`src/rtl/rv_csr_exec.sv`:
```
// rv_csr_exec -- executes one RISC-V Zicsr instruction (CSRRW/RS/RC and the
// immediate forms) against an external CSR file, then hands the result to
// writeback.
//
// Sequence per instruction: IDLE (accept) -> READ (optional CSR load)
// -> WRITE (optional CSR store) -> RESP (hold result until out_ready).
//
// Ports
//   clock, reset        rising-edge clock; synchronous active-high reset
//   in_valid/in_ready   instruction handshake (ready only in IDLE)
//   funct3, csr, rs1,   instruction fields; rs1 doubles as zimm for the
//   rs1_value, rd       immediate forms
//   csr_addr            CSR address, held from READ through WRITE
//   csr_load            read strobe (READ only)
//   csr_store           write strobe (WRITE only) with csr_store_value
//   csr_sigill          CSR file access fault, combinational response
//   csr_load_value      CSR read data, combinational response
//   out_valid/out_ready result handshake to writeback
//   out_rd, out_value,  destination index, old CSR value, illegal flag
//   out_sigill
//
// Parameter rv64: 1 = 64-bit datapath, 0 = 32-bit datapath.
// Optional macro RV_CSR_EXEC_RO_CHECK_EN: writes to read-only CSRs
// (csr[11:10] == 2'b11) trap in READ without touching the CSR file.

module rv_csr_exec #(
  parameter int rv64 = 1
) (
  input  logic                          clock,
  input  logic                          reset,
  input  logic                          in_valid,
  output logic                          in_ready,
  input  logic [2:0]                    funct3,
  input  logic [11:0]                   csr,
  input  logic [4:0]                    rs1,
  input  logic [(rv64 ? 64 : 32)-1:0]   rs1_value,
  input  logic [4:0]                    rd,
  output logic [11:0]                   csr_addr,
  output logic                          csr_load,
  output logic                          csr_store,
  output logic [(rv64 ? 64 : 32)-1:0]   csr_store_value,
  input  logic                          csr_sigill,
  input  logic [(rv64 ? 64 : 32)-1:0]   csr_load_value,
  output logic                          out_valid,
  input  logic                          out_ready,
  output logic [4:0]                    out_rd,
  output logic [(rv64 ? 64 : 32)-1:0]   out_value,
  output logic                          out_sigill
);

  localparam int xlen = rv64 ? 64 : 32;

  typedef enum logic [1:0] {IDLE, READ, WRITE, RESP} state_t;

  state_t            state, state_next;
  logic [2:0]        op_funct3;
  logic [11:0]       op_csr;
  logic [4:0]        op_rs1;
  logic [4:0]        op_rd;
  logic [xlen-1:0]   op_src;
  logic [xlen-1:0]   old_value;
  logic              read_done;
  logic              sigill_q;

  logic              accept;
  logic              op_illegal;
  logic              read_needed;
  logic              write_needed;
  logic              ro_block;
  logic              read_sigill;

  assign accept   = in_valid && in_ready;
  assign csr_addr = op_csr;

  // Decode of the captured instruction. funct3[1:0] selects RW/RS/RC; 00 is
  // not a CSR op at all. The write test uses the rs1 index / zimm field, not
  // the register value, so CSRRS x0-style reads never store.
  assign op_illegal   = (op_funct3[1:0] == 2'b00);
  assign read_needed  = (op_funct3[1:0] != 2'b01) || (op_rd != 5'd0);
  assign write_needed = (op_funct3[1:0] == 2'b01) || (op_rs1 != 5'd0);

`ifdef RV_CSR_EXEC_RO_CHECK_EN
  assign ro_block = !op_illegal && write_needed && (op_csr[11:10] == 2'b11);
`else
  assign ro_block = 1'b0;
`endif

  // NOTE: every output of this block gets a default before the case so no
  // path leaves a signal unassigned, which would otherwise infer a latch.
  always_comb begin
    state_next      = state;
    in_ready        = 1'b0;
    csr_load        = 1'b0;
    csr_store       = 1'b0;
    csr_store_value = '0;
    out_valid       = 1'b0;
    out_rd          = 5'd0;
    out_value       = '0;
    out_sigill      = 1'b0;
    read_sigill     = 1'b0;

    // Reset is synchronous, so outputs are gated here to stay quiet for the
    // whole reset cycle, including an in-flight store being abandoned.
    if (!reset) begin
      unique case (state)
        IDLE: begin
          in_ready = 1'b1;
          if (in_valid) state_next = READ;
        end
        READ: begin
          csr_load    = !op_illegal && read_needed && !ro_block;
          read_sigill = op_illegal || ro_block || (csr_load && csr_sigill);
          state_next  = (!op_illegal && write_needed && !read_sigill) ? WRITE : RESP;
        end
        WRITE: begin
          csr_store = 1'b1;
          unique case (op_funct3[1:0])
            2'b01:   csr_store_value = op_src;
            2'b10:   csr_store_value = old_value | op_src;
            default: csr_store_value = old_value & ~op_src;
          endcase
          state_next = RESP;
        end
        RESP: begin
          out_valid  = 1'b1;
          out_sigill = sigill_q;
          out_rd     = sigill_q ? 5'd0 : op_rd;
          out_value  = (read_done && !sigill_q) ? old_value : '0;
          if (out_ready) state_next = IDLE;
        end
        default: state_next = IDLE;
      endcase
    end
  end

  // NOTE: all state is updated with non-blocking assignments so every
  // register samples the pre-edge values regardless of statement order.
  always_ff @(posedge clock) begin
    if (reset) begin
      state     <= IDLE;
      op_funct3 <= 3'd0;
      op_csr    <= 12'd0;
      op_rs1    <= 5'd0;
      op_rd     <= 5'd0;
      op_src    <= '0;
      old_value <= '0;
      read_done <= 1'b0;
      sigill_q  <= 1'b0;
    end else begin
      state <= state_next;
      if (accept) begin
        op_funct3 <= funct3;
        op_csr    <= csr;
        op_rs1    <= rs1;
        op_rd     <= rd;
        op_src    <= funct3[2] ? {{(xlen-5){1'b0}}, rs1} : rs1_value;
        old_value <= '0;
        read_done <= 1'b0;
        sigill_q  <= 1'b0;
      end
      if (state == READ) begin
        read_done <= csr_load;
        sigill_q  <= read_sigill;
        if (csr_load) old_value <= csr_load_value;
      end
      if (state == WRITE && csr_sigill) sigill_q <= 1'b1;
    end
  end

endmodule

```
`config.mk`:
```
export PLATFORM = sky130hd
export DESIGN_NAME = rv_csr_exec
export DESIGN_NICKNAME = d
export VERILOG_FILES = /design/src/rtl/rv_csr_exec.sv
export SDC_FILE = /design/constraint.sdc
export NUM_CORES = 1
export LEC_CHECK = 0
export ABC_AREA = 0
export ABC_CLOCK_PERIOD_IN_PS = 3000
export BUFFER_PORTS_ARGS = -buffer_cell sky130_fd_sc_hd__buf_2
export CAP_MARGIN = 15
export CELL_PAD_IN_SITES_DETAIL_PLACEMENT = 1
export CELL_PAD_IN_SITES_GLOBAL_PLACEMENT = 2
export CORE_MARGIN = 2
export CORE_UTILIZATION = 30
export CTS_BUF_LIST = sky130_fd_sc_hd__clkbuf_4 sky130_fd_sc_hd__clkbuf_8
export DETAILED_ROUTE_END_ITERATION = 10
export GPL_TIMING_DRIVEN = 0
export PLACE_DENSITY_LB_ADDON = 0.1
export SLEW_MARGIN = 25
export SYNTH_ARGS = -nofsm -noshare
export SYNTH_HDL_FRONTEND = slang
export SYNTH_SLANG_ARGS = --single-unit
export TNS_END_PERCENT = 10
```
`constraint.sdc`:
```
create_clock -name clock -period 3 [get_ports clock]
set_input_delay 0 -clock clock [delete_from_list [all_inputs] [get_ports clock]]
set_output_delay 0 -clock clock [all_outputs]
set_load 0.05 [all_outputs]
```
[Word level (Yosys, flattened, before mapping)]
Cells that the tools add are included.
Word-level totals
  logic and storage cells: 71
  output and inout bits: 150
  input port bits: 158
  RAM bits: 0
  bits in read-only memories: 0
  register bits: 156
  latch bits: 0
  memories kept: 0
Operators by class
  bitwise logic cells: 3
  shift operators: 0
  $add $sub $neg: 0
  divide/modulo/power cells: 0
  equal/unequal tests: 8
  reductions and logical operators: 20
  multiplexer cells: 31
  order comparisons: 0
  multiply operators: 0
Operators with widths (count)
  two-way mux 64 bit: 9
  case mux 64 bit (2 select lines): 1
  AND 64 bit: 1
  NOT 64 bit: 1
  bitwise OR 64 bit: 1
  two-way mux 1 bit: 15
  two-way mux 5 bit: 3
  nonzero test 5 bit: 2
  case mux 2 bit (4 select lines): 1
  logical AND 1 bit: 7
  equality test 2 bit (second input constant): 3
  equality test 2 x 1 -> 1 bit (second input constant): 2
  zero test 2 bit: 2
  two-way mux 2 bit: 2
  != test 2 bit (second input constant): 2
  zero test 1 bit: 3
  logical OR 1 bit: 3
  nonzero test 3 bit: 1
  != test 2 x 1 -> 1 bit (second input constant): 1
  AND reduction 2 bit: 1
  nonzero test 2 bit: 1

[Longest topological paths before layout]
Gate-level depths: netlist of the first run.
  depth after elaboration: 9
  depth in mapped cells: 8
  mapped depth without buffers: 6

[Worst setup path before layout of the first run]
No wires, ideal clock.
  path type: register to output
  start: reg op_funct3[0]
  end: out csr_store_value[10] in the netlist's numbering
  arrival time: 2.199 ns
  data required time: 3.000 ns
  setup slack: 0.801 ns
  stages on the path, launching flop included: 8
  cell sequence: dfxtp_1 inv_1 ha_1 nand2b_1 clkbuf_1 buf_1 nand3b_1 a21oi_1
On the way
  cells in the longest elaborated chain, start to end: 4
Ends and longest elaborated chain
  from (decl): line 56  | logic [2:0] op_funct3;
  from (signal assigned): line 152  | op_funct3 <= funct3;
  equality test 2 bit or equality test 2 x 1 -> 1 bit (tied branches): line 117  | unique case (op_funct3[1:0])
  case mux 64 bit (2 select lines) (*): line 117
  two-way mux 64 bit (*): line 105  | unique case (state)
  two-way mux 64 bit (*): line 104  | if (!reset) begin
  to (decl): line 41  | output logic [(rv64 ? 64 : 32)-1:0] csr_store_value,
Mark *: on every way between the ends. The rest lies on a longest branch, timed or not.

[Worst setup path in the final report of the first run]
  start: reg op_funct3[0]
  end: out csr_store_value[40] in the netlist's numbering
The elaborated chain is that of the path after synthesis.

==> run metrics, run 1 <==
outcome completed; clock-pin slew on the worst setup and hold paths 0.09 ns; Setup Crit Path Kind flop to output pin; Initial Utilization 30.6%; Final Power 5960 µW; area grow syn2layout 57.9%; ANT nets after route 0; Worst Skew 0.0140 ns; Starting DRT DRC Count 291; Routed WL 27600 µm; Pwr per Cell Area 565 nW/µm²; WHS Path Cells 4; Sink Count 156; Via density 4.98; Worst EP arrival 2.83 ns; ANT cells 0; Worst setup EP type output pin; worst skew pair latency 0.46 ns; I/O Buffers 305; fin crit period 2.83 ns; Gate Count Post-Synth 697; Main synth FF type dfxtp_1; register area share after synthesis 46.7%; Min-Delay Endpoint state[1]; Slew HR 57.9%; CTS HTree Levels 4; clock buffer depth 2; final number of setup-violating endpoints 0; gp weighted congestion 0.833; Post-CTS Setup Bufs 0; Residual DRC 0; I/O pins 308; Reg-to-Reg Start state[0]; final period utilization 94.4%; RSZ-0062 raised after global routing true; die height 153 µm; Worst R2R End op_src[26]; maximum vdd drop 0.286 mV; mean post-synth cell area 9.59 µm²; post-DR wirelength/cell 18.8 µm; CTS buffer count 17; FMAX 353 MHz; area of the mapped netlist 6680 µm²; setup_tns 0 ns; Synth top cells by count 156 x dfxtp_1, 147 x a22o_1, 66 x a21oi_1, 66 x nand2_1; Max Cap Violations 0; fin nets 1343; largest net degree at the start of global routing 17; Synth area leader dfxtp_1; Worst R2R Path Depth 7; vias in the first global route 7752; Synth Warn # 0; DIE AREA 23500 µm²; FF+latch count, synth 156; Root Buffer clkbuf_8; Fin. Hold Viols 0; worst hold path class input port to flop; layout cells sized above 1 31.5%; Mapped Nets 863; max-slew violations 0; flop2flop setup slack 0.84 ns; Leak 0.00492 µW; most frequent cell after synthesis dfxtp_1; TritonCTS clock tree done; row count 54; first-pass GRT wire length 42600 µm; Yosys top cell area share 46.7%; number of synthesized flops with an enable pin 0; FILL cells 2604; Netlist cell types 35; synth top area cells dfxtp_1 47%, a22o_1 19%, nand3b_1 7.2%; Vias 7318; hold path startpoint in_valid; Core Footprint 21800 µm²; DIE WIDTH 153 µm; Synth async-reset ratio 0%; initial antenna violation count 0; Tightest Pin Transition 0.632 ns; DR pass1 iterations 4; DP HPWL 19100 µm; aggregate global-route resource usage 22.9%; critical path peak fanout 10; total global routing overflow 0; kind of start point of the critical path flop; Worst EP required 3.00 ns
==> stage by stage <==
| step | util, % | cell area, µm² | setup slack [ns] | cells | hold WS (ns) |
|---|---|---|---|---|---|
| 2_1_floorplan | - | 6680 | 0.801 | 697 | 0.133 |
| 3_3_place_gp | 39.2 | 8560 | 0.477 | 1282 | 0.215 |
| 3_5_place_dp | 39.2 | 8560 | 0.462 | 1282 | 0.220 |
| 4_1_cts | 48.3 | 10500 | 0.0913 | 1470 | 0.00353 |
| 5_1_grt | 48.3 | 10600 | -0.0251 | 1470 | 0.0357 |
| 6_report | 48.3 | 10600 | 0.167 | 1470 | 0.0438 |
==> cell usage in the layout (no fill, tap or decap), types with 18 or more instances in the layout <==
cell / count
a21oi_1: 66
a22o_1: 147
and3_1: 64
buf_2: 323
clkbuf_1: 27
clkbuf_8: 18
dfxtp_1: 156
dlygate4sd3_1: 158
nand2_1: 66
nand3b_1: 64
==> state kept, by name, indices dropped and copies added (netlist names) <==
| register | cells |
|---|---|
| op_rd | 5 |
| op_rs1 | 5 |
| old_value | 64 |
| csr_addr | 12 |
| op_funct3 | 2 |
| state | 2 |
| sigill_q | 1 |
| op_src | 64 |
| read_done | 1 |
==> final cells by class <==
type,instances,area (µm²),area share (%)
clock inverters,13,156,1.48
inverters,8,30.0,0.285
plain buffers,68,334,3.17
well taps,280,350,3.32
multi-input cells,463,3190,30.3
flip-flops and latches,156,3120,29.6
repair buffers,463,3110,29.5
clock buffers,19,255,2.42
==> metal layers <==
| layer | vias up | share of wire, % | wire [µm] | track usage, % |
|---|---|---|---|---|
| met1 | 3493 | 45 | 12300 | 29.3 |
| met4 | 0 | 2.9 | 815 | 8.69 |
| met3 | 53 | 5.2 | 1430 | 4.25 |
| met2 | 233 | 47 | 13000 | 38.2 |
| met5 | - | 0 | 0 | 0 |
| li1 | 3539 | - | - | - |
==> worst max-delay path, stage by stage, from the launching register on <==
cell and delay (ns):
dfxtp_1 0.39, inv_1 0.09, ha_1 0.31, o21a_1 0.47, clkbuf_1 0.49, nand2_1 0.11
a21oi_1 0.21, buf_2 0.30
==> where the power goes <==
| part | leakage (µW) | switching, µW | internal, µW |
|---|---|---|---|
| clock | 0.000202 | 895 | 795 |
| combinational | 0.00345 | 1080 | 671 |
| sequential | 0.00127 | 192 | 2330 |
| total | 0.00492 | 2170 | 3800 |
==> worst max-delay path by stage <==
stage	from	to	slack, ns	cells past startpoint
floorplan	op_funct3[0]	csr_store_value[10]	0.80	7
CTS	op_funct3[0]	csr_store_value[14]	0.09	7
global route	op_funct3[0]	csr_store_value[40]	-0.03	7
detailed placement	op_funct3[0]	csr_store_value[14]	0.46	8
finish	op_funct3[0]	csr_store_value[40]	0.17	7
global placement	op_funct3[0]	csr_store_value[8]	0.48	8
==> cells by family after synthesis <==
family	Yosys count	synth area share [%]
simple gates	220	19.4
buf+inv	78	5.45
compound gates	228	25.8
flops	156	46.7
mux	7	1.07
fa+ha+maj	8	1.50
==> what timing repair did <==
action | in CTS | in global routing
endpoints found under the hold margin | 155 | 0
endpoints found under the setup margin | 9 | 28
hold buffers | 158 | 0
gates resized for setup | 0 | 10
Note: power is estimated with default switching activity, not from simulation.
==> inputs of run 2 (changes only) <==
--- a/config.mk
+++ b/config.mk
@@ -12,8 +12,7 @@
 export CELL_PAD_IN_SITES_DETAIL_PLACEMENT = 1
 export CELL_PAD_IN_SITES_GLOBAL_PLACEMENT = 2
 export CORE_MARGIN = 2
-export CORE_UTILIZATION = 30
-export CTS_BUF_LIST = sky130_fd_sc_hd__clkbuf_4 sky130_fd_sc_hd__clkbuf_8
+export CORE_UTILIZATION = 29
 export DETAILED_ROUTE_END_ITERATION = 10
 export GPL_TIMING_DRIVEN = 0
 export PLACE_DENSITY_LB_ADDON = 0.1
==> run 2 against run 1 <==
Compared with the run above:
- total power rose by 9.9%
- register-to-register slack lost 0.06 ns
- combinational power hardly changed
- setup slack improved by 0.045 ns
- core utilization shrank 1.1 points
- die area up 3.4%
- clock power grew 35%
- global-route usage is essentially flat
- cell count did not move
- maximum frequency is 1.6% higher
- critical path type unchanged
- largest cell class unchanged
==> run metrics, run 2 (synthesis gave the netlist of run 1 again) <==
Worst setup EP type output pin (unchanged); gp weighted congestion 0.780 (was 0.833); Routed WL 27900 µm (was 27600 µm); first-pass GRT wire length 43200 µm (was 42600 µm); Tightest Pin Transition 0.653 ns (was 0.632 ns); Leak 0.00498 µW (was 0.00492 µW); final number of setup-violating endpoints 0 (unchanged); initial antenna violation count 0 (unchanged); crit-path max cell delay 0.44 ns (was 0.49 ns); DIE WIDTH 156 µm (was 153 µm); vias in the first global route 7756 (was 7752); Residual DRC 0 (unchanged); RSZ-0062 raised after global routing true (unchanged); TritonCTS clock tree done (unchanged); Pwr per Cell Area 612 nW/µm² (was 565 nW/µm²); WHS Path Cells 4 (unchanged); fin nets 1338 (was 1343); largest net degree at the start of global routing 17 (unchanged); Initial Utilization 29.5% (was 30.6%); met2 WL post-DR 13400 µm (was 13000 µm); Setup Crit Path Kind flop to output pin (unchanged); clock-pin slew on the worst setup and hold paths 0.07 ns (was 0.09 ns); worst path bufs/invs 4 (was 3); FMAX 359 MHz (was 353 MHz); Sink Count 156 (unchanged); Worst path depth 7 (unchanged); total global routing overflow 0 (unchanged); CTS HTree Levels 4 (unchanged); critical path peak fanout 10 (unchanged); cell mode on critical path clkbuf_1; worst skew pair latency 0.43 ns (was 0.46 ns); DIE AREA 24300 µm² (was 23500 µm²); max-slew violations 0 (unchanged); met3 routed WL 1270 µm (was 1430 µm); aggregate global-route resource usage 22.9% (about the same); ANT nets after route 0 (unchanged); area grow syn2layout 60.2% (was 57.9%); ANT cells 0 (unchanged); CP cell instances ha_1 -> inv_1 -> nor3_4 -> clkbuf_1 -> clkbuf_1 -> and2_1 -> buf_2 (was inv_1 -> ha_1 -> o21a_1 -> clkbuf_1 -> nand2_1 -> a21oi_1 -> buf_2); M1 WL 12700 µm (was 12300 µm); Worst EP required 3.00 ns (about the same); Starting DRT DRC Count 207 (was 291); top layer used by detailed routing met4 (unchanged); Fin. Hold Viols 0 (unchanged); Max Cap Violations 0 (unchanged); I/O pins 308 (unchanged); outcome completed (unchanged); fin crit period 2.79 ns (was 2.83 ns); CTS buffer count 17 (unchanged); Worst Skew 0.0108 ns (was 0.0140 ns); I/O Buffers 305 (unchanged); Core Footprint 22600 µm² (was 21800 µm²); Vias 7345 (was 7318); slowest CP cell clkbuf_1 (unchanged); row count 55 (was 54); commonest non-fill, non-tap cell in the layout buf_2 (unchanged); Post-Place Setup Slack 0.350 ns (was 0.462 ns); most frequent cells in the layout 323 x buf_2, 156 x dfxtp_1, 153 x dlygate4sd3_1 (was 323 x buf_2, 158 x dlygate4sd3_1, 156 x dfxtp_1); final period utilization 93.0% (was 94.4%); maximum vdd drop 0.326 mV (was 0.286 mV); worst setup margin 0.211 ns (was 0.167 ns); Top delay family on crit path buffers and inverters (unchanged); clock buffer depth 2 (unchanged); layout cells sized above 1 31.4% (was 31.5%); DP HPWL 19200 µm (was 19100 µm); post-DR wirelength/cell 19.0 µm (was 18.8 µm); Slew HR 56.2% (was 57.9%); Worst R2R Path Depth 7 (unchanged); kind of start point of the critical path flop (unchanged); worst hold path class input port to flop (unchanged); die height 156 µm (was 153 µm); setup_tns 0 ns (unchanged); Root Buffer clkbuf_16 (was clkbuf_8); DR pass1 iterations 6 (was 4); Via density 5.00 (was 4.98); Worst EP arrival 2.79 ns (was 2.83 ns)
-- run 2: path summary, 6_finish.rpt --
path	start	endpoint	slack (ns)
worst max-delay path	state[1]	out_rd[0]	0.21
worst max register to register	state[0]	op_src[24]	0.78
worst min register to register	op_rs1[2]	op_rs1[2]	0.47
worst min-delay path	out_ready	state[1]	0.02
-- run 2: worst min-delay path, delay by kind of cell --
family | cells | cell delay (ns)
AO/OA/AOI/OAI | 1 | 0.11
buffers and inverters | 1 | 0.08
multiplexers | 1 | 0.14
AND/OR/NAND/NOR | 1 | 0.08
-- run 2: power by group --
part	internal (µW)	switching [µW]	total, µW	leakage [µW]
combinational	663	1080	1740	0.00342
sequential	2330	198	2530	0.00127
clock	1300	982	2280	0.000297
total	4290	2260	6550	0.00498
-- run 2: per-stage QoR --
step	cell area, µm²	cells	power (µW)	hold slack, ns	utilization [%]
after detailed placement	8560	1287	4170	0.221	37.8
after global routing	10700	1470	6900	0.0546	47.3
after CTS	10700	1470	6610	0.00632	47.3
final	10700	1470	6550	0.0174	47.3
after global placement	8560	1287	4160	0.216	37.8
after floorplan	6680	697	3570	0.133	-
-- run 2: cell type report --
cell class | instances | area [µm²]
plain buffers | 68 | 330
clock buffers | 20 | 457
clock inverters | 12 | 154
fillers | 2606 | 11900
inverters | 8 | 30.0
multi-input cells | 463 | 3200
flip-flops and latches | 156 | 3120
well taps | 285 | 357
repair buffers | 458 | 3060
-- run 2: repair_timing --
item	in CTS	in global routing
buffers inserted	0	0
hold endpoints to repair	153	0
setup endpoints to repair	23	18
hold buffers	153	0
resized for setup	0	5
-- run 2: layer usage --
| layer | global-route usage, % | vias to the layer above |
|---|---|---|
| li1 | - | 3529 |
| met1 | 29.1 | 3557 |
| met2 | 38.9 | 220 |
| met3 | 4.61 | 39 |
| met4 | 7.43 | 0 |
| met5 | 0 | - |
==> inputs of run 3 (changes only) <==
--- a/config.mk
+++ b/config.mk
@@ -6,13 +6,13 @@
 export NUM_CORES = 1
 export LEC_CHECK = 0
 export ABC_AREA = 0
-export ABC_CLOCK_PERIOD_IN_PS = 3000
+export ABC_CLOCK_PERIOD_IN_PS = 3060
 export BUFFER_PORTS_ARGS = -buffer_cell sky130_fd_sc_hd__buf_2
 export CAP_MARGIN = 15
 export CELL_PAD_IN_SITES_DETAIL_PLACEMENT = 1
 export CELL_PAD_IN_SITES_GLOBAL_PLACEMENT = 2
 export CORE_MARGIN = 2
-export CORE_UTILIZATION = 29
+export CORE_UTILIZATION = 27
 export DETAILED_ROUTE_END_ITERATION = 10
 export GPL_TIMING_DRIVEN = 0
 export PLACE_DENSITY_LB_ADDON = 0.1
==> constraint.sdc (replaced) <==
create_clock -name clock -period 3.06 [get_ports clock]
set_input_delay 0 -clock clock [delete_from_list [all_inputs] [get_ports clock]]
set_output_delay 0 -clock clock [all_outputs]
set_load 0.05 [all_outputs]
==> run 3 against run 2 <==
Compared with the run above:
- routed wire length up 0.97%
- via count up 0.25%
- global-route usage down 1.5 points
- non-clock buffer count up 2
- register-to-register slack about the same
- combinational power about the same
- first-iteration DRC count up 58%
- worst hold slack better by 0.015 ns
- critical path type unchanged
- clock power down 6%
- count of clock-buffer cells in the layout down 1
- critical endpoint is now csr_store_value[8]
==> run metrics, run 3 (synthesis gave the netlist of run 1 again) <==
outcome completed (unchanged); Placed Area 8610 µm² (was 8560 µm²); I/O pins 308 (unchanged); Slew HR 54.0% (was 56.2%); CTS buffer count 17 (unchanged); FF+latch area 3120 µm² (unchanged); largest net degree at the start of global routing 17 (unchanged); sw frac 35.3% (was 34.5%); clock buffer depth 2 (unchanged); DIE WIDTH 161 µm (was 156 µm); gp weighted congestion 0.711 (was 0.780); area grow syn2layout 60.6% (was 60.2%); Post-CTS Setup Bufs 0 (unchanged); FMAX 350 MHz; Worst R2R Path Depth 7 (unchanged); CP cell instances inv_1 -> ha_1 -> nand2b_1 -> buf_1 -> nand3b_1 -> a21oi_1 -> buf_2 (was ha_1 -> inv_1 -> nor3_4 -> clkbuf_1 -> clkbuf_1 -> and2_1 -> buf_2); Setup Crit Path Kind flop to output pin (unchanged); Via density 4.87 (was 5.00); die height 161 µm (was 156 µm); most frequent cells in the layout 323 x buf_2, 156 x dfxtp_1, 154 x dlygate4sd3_1 (was 323 x buf_2, 156 x dfxtp_1, 153 x dlygate4sd3_1); hold path startpoint in_valid (was out_ready); Worst EP arrival 2.86 ns (was 2.79 ns); DR pass1 iterations 5 (was 6); Worst EP required 3.06 ns (was 3.00 ns); Initial Utilization 27.5% (was 29.5%); Reg-to-Reg Start state[0] (unchanged); worst hold path class input port to flop (unchanged); Tightest Pin Transition 0.687 ns (was 0.653 ns); Worst setup EP type output pin (unchanged); setup_tns 0 ns (unchanged); total global routing overflow 0 (unchanged); Pint 4100 µW (was 4290 µW); Residual DRC 0 (unchanged); initial antenna violation count 1 (was 0); DIE AREA 26000 µm² (was 24300 µm²); Starting DRT DRC Count 327 (was 207); crit-path max cell delay 0.50 ns (was 0.44 ns); Final Util 44.1% (was 47.3%); final period utilization 93.3%; critical path peak fanout 10 (unchanged); first-pass GRT wire length 44000 µm (was 43200 µm); fin crit period 2.86 ns; worst skew pair latency 0.43 ns (about the same); Fin. Hold Viols 0 (unchanged); vias in the first global route 7700 (was 7756); Sink Count 156 (unchanged); final number of setup-violating endpoints 0 (unchanged); Layout Cell Area excl Fill 10700 µm² (about the same); CTS HTree Levels 4 (unchanged); Worst Skew 0.0103 ns (was 0.0108 ns); WHS Path Cells 4 (unchanged); TritonCTS clock tree done (unchanged); NetSw 2240 µW (was 2260 µW); Routed WL 28200 µm (was 27900 µm); commonest non-fill, non-tap cell in the layout buf_2 (unchanged); Max Cap Violations 0 (unchanged); RSZ-0062 raised after global routing false (was true); aggregate global-route resource usage 21.4% (was 22.9%); CP startpoint op_funct3[0] (was state[1]); sequential share of power 39.1% (was 38.6%); row count 57 (was 55); maximum vdd drop 0.290 mV (was 0.326 mV); FILL cells 2830 (was 2606); kind of start point of the critical path flop (unchanged); I/O Buffers 305 (unchanged); layout cells sized above 1 31.3% (was 31.4%); post-DR wirelength/cell 18.7 µm (was 19.0 µm); ANT cells 0 (unchanged); max-slew violations 0 (unchanged); Core Footprint 24300 µm² (was 22600 µm²); area of the multi-input gates 3190 µm² (was 3200 µm²); Logic pwr share 27.2% (was 26.6%); Root Buffer clkbuf_16 (unchanged); fin nets 1340 (was 1338); slowest CP cell buf_1 (was clkbuf_1); ANT nets after route 0 (unchanged); clock-pin slew on the worst setup and hold paths 0.07 ns (about the same); Leak 0.00497 µW (was 0.00498 µW); Pwr per Cell Area 591 nW/µm² (was 612 nW/µm²); part of the power in the clock network 33.7% (was 34.8%); Vias 7363 (was 7345); DP HPWL 19400 µm (was 19200 µm)
==> run 3: worst paths after layout <==
path / to / slack, ns
setup / recovery: csr_store_value[8] / 0.20
hold / removal: state[1] / 0.03
setup reg to reg: op_src[24] / 0.78
hold reg to reg: csr_addr[7] / 0.48
==> run 3: cell type report <==
type	count	area share, %
flip-flops and latches	156	29.1
well taps	324	3.78
clock buffers	19	4.13
multi-input cells	463	29.8
inverters	8	0.280
clock inverters	13	1.24
repair buffers	459	28.6
plain buffers	69	3.11
==> run 3: critical path: cells and delay by family (launching register included) <==
| family | cells | cell delay (ns) |
|---|---|---|
| buffers and inverters | 3 | 0.90 |
| AND/OR/NAND/NOR | 2 | 0.56 |
| flip-flops | 1 | 0.41 |
| adder cells (fa/ha/maj) | 1 | 0.32 |
| AO/OA/AOI/OAI | 1 | 0.22 |
==> run 3: repair_timing <==
action,in CTS,in global routing
endpoints found under the hold margin,154,0
hold buffers,154,0
resized for setup,1,3
setup endpoints to repair,7,2
==> run 3: power by group through the flow <==
stage / sequential, µW / clock, µW / combinational, µW
2_1_floorplan: 2570 / 0 / 929
3_3_place_gp: 2510 / 0 / 1570
3_5_place_dp: 2520 / 0 / 1580
4_1_cts: 2470 / 2200 / 1740
5_1_grt: 2510 / 2270 / 1900
6_report: 2480 / 2140 / 1720
==> run 3: through the flow <==
stage	setup slack (ns)	hold slack, ns	total power (µW)	instances
finish	0.204	0.0325	6340	1511
global route	0.0102	0.0677	6680	1511
CTS	0.137	0.0240	6420	1511
detailed placement	0.486	0.221	4100	1326
global placement	0.501	0.217	4090	1326
floorplan	0.861	0.133	3500	697
==> run 3: metal layers <==
metal / vias up / share of wire, % / track usage, %
met5: - / 0.046 / 0
met4: 2 / 1.6 / 6.21
met1: 3572 / 47 / 28.3
met3: 30 / 4.9 / 4.31
li1: 3534 / - / -
met2: 225 / 47 / 35.5
